==> src/rtl/amf_window_fetch.sv <==
// Window fetch stage of the adaptive median filter: reads a k*k neighbourhood
// around a centre pixel with border replication and streams it row-major.
module amf_window_fetch #(
   parameter int IMG_W  = 64,
   parameter int IMG_H  = 64,
   parameter int PIX_W  = 8,
   parameter int ADDR_W = 12
) (
   input  logic              clk,
   input  logic              rst,
   input  logic              req_valid,
   output logic              req_ready,
   input  logic [ADDR_W-1:0] req_row,
   input  logic [ADDR_W-1:0] req_col,
   input  logic [1:0]        req_size,
   output logic              mem_rd,
   output logic [ADDR_W-1:0] mem_addr,
   input  logic [PIX_W-1:0]  mem_data,
   output logic              pix_valid,
   input  logic              pix_ready,
   output logic [PIX_W-1:0]  pix_data,
   output logic              pix_last
);

   localparam int SW = ADDR_W + 2;
   localparam logic signed [SW-1:0] R_MAX = SW'(IMG_H - 1);
   localparam logic signed [SW-1:0] C_MAX = SW'(IMG_W - 1);
   localparam logic [ADDR_W-1:0]    W_L   = ADDR_W'(IMG_W);

   typedef enum logic [1:0] {IDLE, RD, CAP, OUT} state_t;

   state_t            state, state_nx;
   logic [ADDR_W-1:0] row_q, col_q, addr_hold, addr_calc, r_cl, c_cl;
   logic [2:0]        half_q, km1, wi, wj;
   logic signed [SW-1:0] r_s, c_s;
   logic              win_last;

   assign km1      = {half_q[1:0], 1'b0};
   assign win_last = (wi == km1) && (wj == km1);

   // Window position relative to the centre, clamped to the image (replication).
   always_comb begin
      r_s = $signed({2'b00, row_q}) + $signed({{(SW-3){1'b0}}, wi})
          - $signed({{(SW-3){1'b0}}, half_q});
      c_s = $signed({2'b00, col_q}) + $signed({{(SW-3){1'b0}}, wj})
          - $signed({{(SW-3){1'b0}}, half_q});
      if (r_s[SW-1])      r_cl = '0;
      else if (r_s > R_MAX) r_cl = ADDR_W'(IMG_H - 1);
      else                r_cl = r_s[ADDR_W-1:0];
      if (c_s[SW-1])      c_cl = '0;
      else if (c_s > C_MAX) c_cl = ADDR_W'(IMG_W - 1);
      else                c_cl = c_s[ADDR_W-1:0];
      addr_calc = r_cl * W_L + c_cl;
   end

   always_ff @(posedge clk) begin
      if (rst) state <= IDLE;
      else     state <= state_nx;
   end

   // NOTE: every output of this block gets a default first so no latch is inferred.
   always_comb begin
      state_nx  = state;
      req_ready = 1'b0;
      mem_rd    = 1'b0;
      mem_addr  = addr_hold;
      case (state)
         IDLE: begin
            req_ready = 1'b1;
            if (req_valid) state_nx = RD;
         end
         RD: begin
            mem_rd   = 1'b1;
            mem_addr = addr_calc;
            state_nx = CAP;
         end
         CAP: state_nx = OUT;
         OUT: if (pix_ready) state_nx = pix_last ? IDLE : RD;
         default: state_nx = IDLE;
      endcase
   end

   // NOTE: sequential state uses non-blocking assignments so all registers
   // update together from the values they held before the edge.
   always_ff @(posedge clk) begin
      if (rst) begin
         row_q     <= '0;
         col_q     <= '0;
         half_q    <= 3'd1;
         wi        <= '0;
         wj        <= '0;
         addr_hold <= '0;
         pix_data  <= '0;
         pix_valid <= 1'b0;
         pix_last  <= 1'b0;
      end else begin
         case (state)
            IDLE: if (req_valid) begin
               row_q <= req_row;
               col_q <= req_col;
               wi    <= '0;
               wj    <= '0;
               case (req_size)
                  2'd1:    half_q <= 3'd2;
                  2'd2:    half_q <= 3'd3;
                  default: half_q <= 3'd1;
               endcase
            end
            RD: addr_hold <= addr_calc;
            CAP: begin
               pix_data  <= mem_data;
               pix_valid <= 1'b1;
               pix_last  <= win_last;
            end
            OUT: if (pix_ready) begin
               pix_valid <= 1'b0;
               pix_last  <= 1'b0;
               if (!win_last) begin
                  if (wj == km1) begin
                     wj <= '0;
                     wi <= wi + 3'd1;
                  end else begin
                     wj <= wj + 3'd1;
                  end
               end
            end
            default: ;
         endcase
      end
   end

endmodule
==> config.mk <==
export PLATFORM = sky130hd
export DESIGN_NAME = amf_window_fetch
export DESIGN_NICKNAME = d
export VERILOG_FILES = /design/src/rtl/amf_window_fetch.sv
export SDC_FILE = /design/constraint.sdc
export NUM_CORES = 1
export LEC_CHECK = 0
export ABC_CLOCK_PERIOD_IN_PS = 4750
export BUFFER_PORTS_ARGS = -buffer_cell sky130_fd_sc_hd__buf_2
export CORE_UTILIZATION = 58
export DETAILED_ROUTE_END_ITERATION = 7
export GPL_ROUTABILITY_DRIVEN = 1
export PLACE_DENSITY = 0.82
export SKIP_CTS_REPAIR_TIMING = 1
export SYNTH_ARGS = -nofsm -noshare
export SYNTH_HDL_FRONTEND = slang
export SYNTH_SLANG_ARGS = --single-unit
export TNS_END_PERCENT = 1
==> constraint.sdc <==
create_clock -name clk -period 4.75 [get_ports clk]
set_input_delay 0.95 -clock clk [delete_from_list [all_inputs] [get_ports clk]]
set_output_delay 0.95 -clock clk [all_outputs]
set_load 0.05 [all_outputs]
==> summary.md <==
| Metric | Value |
|---|---|
| Residual DRC | `0` |
| CTS tree | `done` |
| Area Growth Syn to Fin | `15.0%` |
| Worst Tran Pin Value | `approximately 1100 ps` |
| RePlAce Congestion | `between 0.8 and 0.9` |
| Ys flop type | `dfxtp_1` |
| Startpoint Class | `register` |
| Flop pwr share | `20.3%` |
| Internal | `between 1.5 and 2 mW` |
| Post-synth EDFFs | `0` |
| P_leak | `2.02 nW` |
| Sequential cell area fraction in the yosys report | `about 28%` |
| CP Class | `reg -> out` |
| Top delay family on crit path | `adder cells` |
| VDD IR max | `between 0.0004 and 0.0005 V` |
| XOR/XNOR Fraction of Synth Area | `3.90%` |
| Min-Delay Path Class | `reg -> reg` |
| P_sw | `about 1.6 mW` |
| Largest net degree at the start of global routing | `53` |
| Initial Util | `~60%` |
| Yosys top cell by area | `dfxtp_1` |
| Fmax | `~200 MHz` |
| Compound-Gate Fraction of Synth Area | `between 20% and 30%` |
| Placed cell count | `640` |
| Final hold vios | `0` |
| Die height | `85.5 µm` |
| Worst EP arrival | `3960 ps` |
| Status | `finished with violations` |
| Grt ovf | `0` |
| Mux contribution to synthesized area | `under 10%` |
| Rows | `30` |
| Layout cells sized above 1 | `between 10% and 20%` |
| CP most frequent cell | `fa_2` |
| DRT Wirelength | `just over 9 mm` |
| Via count | `3,716` |
| DRT Pass-1 Iters | `4` |
| Setup violators final | `7` |
| First-pass GRT wire length | `between 10 and 15 mm` |
| # IOs | `62` |
| Port Buffers | `61` |
| RSZ-0062 raised after global routing | `yes` |
| Non-filler cells, final | `650` |
| Clk network pwr share | `a little under a tenth` |
| Vias/cell | `around 5.7` |
| Max Fanout on Critical Path | `7` |
| Final ANT Viol Nets | `0` |
| Core area | `between 6000 and 7000 µm²` |
| Normalized max-slew margin | `a little over a quarter` |
| Initial antenna violation count | `0` |
| Critical Path, Cell by Cell | `inv_2 -> fa_2 -> fa_2 -> a21oi_4 -> o2bb2ai_2 -> o221a_2 -> a22oi_2 -> nor4b_4 -> o211ai_4 -> o21a_1 -> fa_1 -> mux2_4 -> buf_8` |
| Syn Area/Cell | `7.99 µm²` |
| #FFs+latches synth | `56` |
| Inserted Clock Buffers | `5` |
| Final setup margin | `-161 ps` |
| CTS Sinks | `56` |
| Slowest stage delay, CP | `just over 500 ps` |
| Max Cap Viol | `0` |
| Vias in the first global route | `between 3k and 4k` |
| Post-synth ARST share | `0%` |
| Clk root buf | `clkbuf_8` |
| Drt wl/cell | `between 10 and 15 µm` |
| Cells after Synth | `between 500 and 600` |
| Tmin final | `between 4000 and 5000 ps` |
| Main area contributors after synthesis | `dfxtp_1 (28%), ha_1 (13%), a21oi_1 (6.1%), nand2_1 (5.6%), nor2_1 (4.4%)` |
| DP Wirelength | `6.56 mm` |
| Htree depth | `2` |
| Switching part of the total | `between 50% and 60%` |
| Worst Hold Slack | `approximately 470 ps` |
| Antenna Cells | `0` |
| Fin. max-slew vios | `0` |
| Req. time, crit path | `3800 ps` |
| Combinational fraction of design power | `~70%` |
| Post-Synth Adder-Cell Area | `between 10% and 20%` |
| Synth top area share | `between 20% and 30%` |
| Total GRT Usage | `24.8%` |
| CP bufs+invs | `2` |
| Crit-path slowest cell | `fa_2` |
| Worst-path clk slew | `between 100 and 150 ps` |
| Die area | `around 7300 µm²` |
| Filler cells | `between 500 and 600` |
| Period utilization | `103%` |
| Cell variety after synth | `between 60 and 70` |
| Failing checks | `setup timing` |
| Synth Area in Simple Gates | `about 19%` |
| Worst skew pair latency | `around 320 ps` |
| Worst Skew | `about 5.7 ps` |
| Synth Cell Area | `just over 4000 µm²` |
| Die width | `around 86 µm` |
| Fin nets | `approximately 650` |
| Power Density | `just under 700 nW/µm²` |
| Initial DRC Count | `95` |
| Yosys warning count | `0` |
| Main combinational cell family by area after synthesis | `compound AO/OA/AOI/OAI gates` |
| Clk buf depth | `2` |
| CP endpoint kind | `primary output` |
## cell type report
type / count / area (µm²) / area share, %
clock inverter: 3 / 27.5 / 0.592
multi-input combinational: 391 / 2780 / 59.8
inverter: 46 / 173 / 3.71
sequential: 56 / 1120 / 24.2
timing repair buffer: 69 / 378 / 8.13
clock buffer: 5 / 68.8 / 1.48
tap: 80 / 100 / 2.15
## Yosys cell counts, types with 2 or more instances
| cell type | instances |
|---|---|
| nor2b_1 | 12 |
| mux2i_1 | 15 |
| nand2_1 | 60 |
| a311oi_1 | 4 |
| buf_1 | 3 |
| a22oi_1 | 7 |
| a31oi_1 | 3 |
| nand4_1 | 2 |
| nor4_1 | 3 |
| mux2_2 | 4 |
| a211o_1 | 3 |
| fa_1 | 5 |
| ha_1 | 42 |
| dfxtp_1 | 56 |
| a211oi_1 | 9 |
| nand2b_1 | 6 |
| nor2_1 | 47 |
| a21oi_1 | 49 |
| or3_1 | 3 |
| nor4bb_1 | 3 |
| nor3_1 | 7 |
| o2111ai_1 | 3 |
| nand3_1 | 7 |
| xor2_1 | 7 |
| and2_1 | 4 |
| o21ai_0 | 18 |
| or2_2 | 3 |
| a21o_1 | 7 |
| nor3b_1 | 2 |
| o21a_1 | 11 |
| xnor2_1 | 11 |
| inv_1 | 46 |
| clkbuf_1 | 14 |
| o21bai_1 | 3 |
## flip-flops by register name, indices dropped and copies added (netlist names), 2 cells and up
register,count
wj,3
wi,3
state,2
row_q,12
addr_hold,12
pix_data,8
col_q,12
half_q,2
## through the flow
step           total power, mW  TNS, ps  instance area [µm²]  setup WS, ps  util [%]
2_1_floorplan             2.32     -196                 4060         -98.0         -
3_3_place_gp              2.65        0                 4440          74.2      65.8
3_5_place_dp              2.71     -187                 4440          -112      65.8
4_1_cts                   3.01    -2260                 4540          -489      67.2
5_1_grt                   3.37    -2540                 4650          -323      68.8
6_report                  3.13     -568                 4650          -161      68.8
## worst paths after layout
check | startpoint | slack (ps) | depth (start not counted) | to
max | half_q[1] | -160 | 13 | mem_addr[7]
min | row_q[2] | 470 | 2 | row_q[2]
max reg2reg | half_q[1] | 1000 | 13 | addr_hold[7]
min reg2reg | row_q[2] | 470 | 2 | row_q[2]
## cell usage in the layout, fill, tap and decap left out, types with 11 or more instances in the layout
| cell | n |
|---|---|
| inv_1 | 45 |
| dfxtp_1 | 54 |
| xnor2_1 | 11 |
| buf_2 | 59 |
| ha_1 | 40 |
| a21oi_1 | 47 |
| nor2_1 | 47 |
| o21ai_0 | 18 |
| nand2_1 | 60 |
| nor2b_1 | 12 |
| o21a_1 | 11 |
| mux2i_1 | 15 |
## cells by family (layout without fill, tap and decap cells)
group	after synthesis	in the layout
AOI/OAI and AO/OA	136	136
xor gates and xnor gates	18	18
adders and majority gates	47	47
buffers and inverters	64	123
DFF	56	56
muxes	19	19
other	1	6
and+or+nand+nor	165	165
## worst reg2reg max path, delay by kind of cell, from the launching register on
family                     cells  cell delay (ps)
adders and majority gates      3             1400
DFF                            1              350
and+or+nand+nor                2              410
buffers and inverters          1               50
AOI/OAI and AO/OA              6             1130
muxes                          1              290
## routing by layer
layer / up-vias / wire (µm) / GRT usage (%) / share of wire, %
met3: 9 / 395 / 3.56 / 4.3
met5: - / 0 / 0 / 0
met2: 86 / 4540 / 44.1 / 50
li1: 1884 / - / - / -
met4: 0 / 88 / 9.24 / 0.96
met1: 1737 / 4100 / 30.3 / 45
## power by group through the flow
stage | clock (mW) | combinational (mW) | sequential, mW
global placement | 0 | 2.01 | 0.640
detailed placement | 0 | 2.06 | 0.646
CTS | 0.293 | 2.08 | 0.636
floorplan | 0 | 1.64 | 0.680
finish | 0.290 | 2.21 | 0.637
global route | 0.311 | 2.41 | 0.650
No activity file was read; power rests on OpenSTA's default activity.
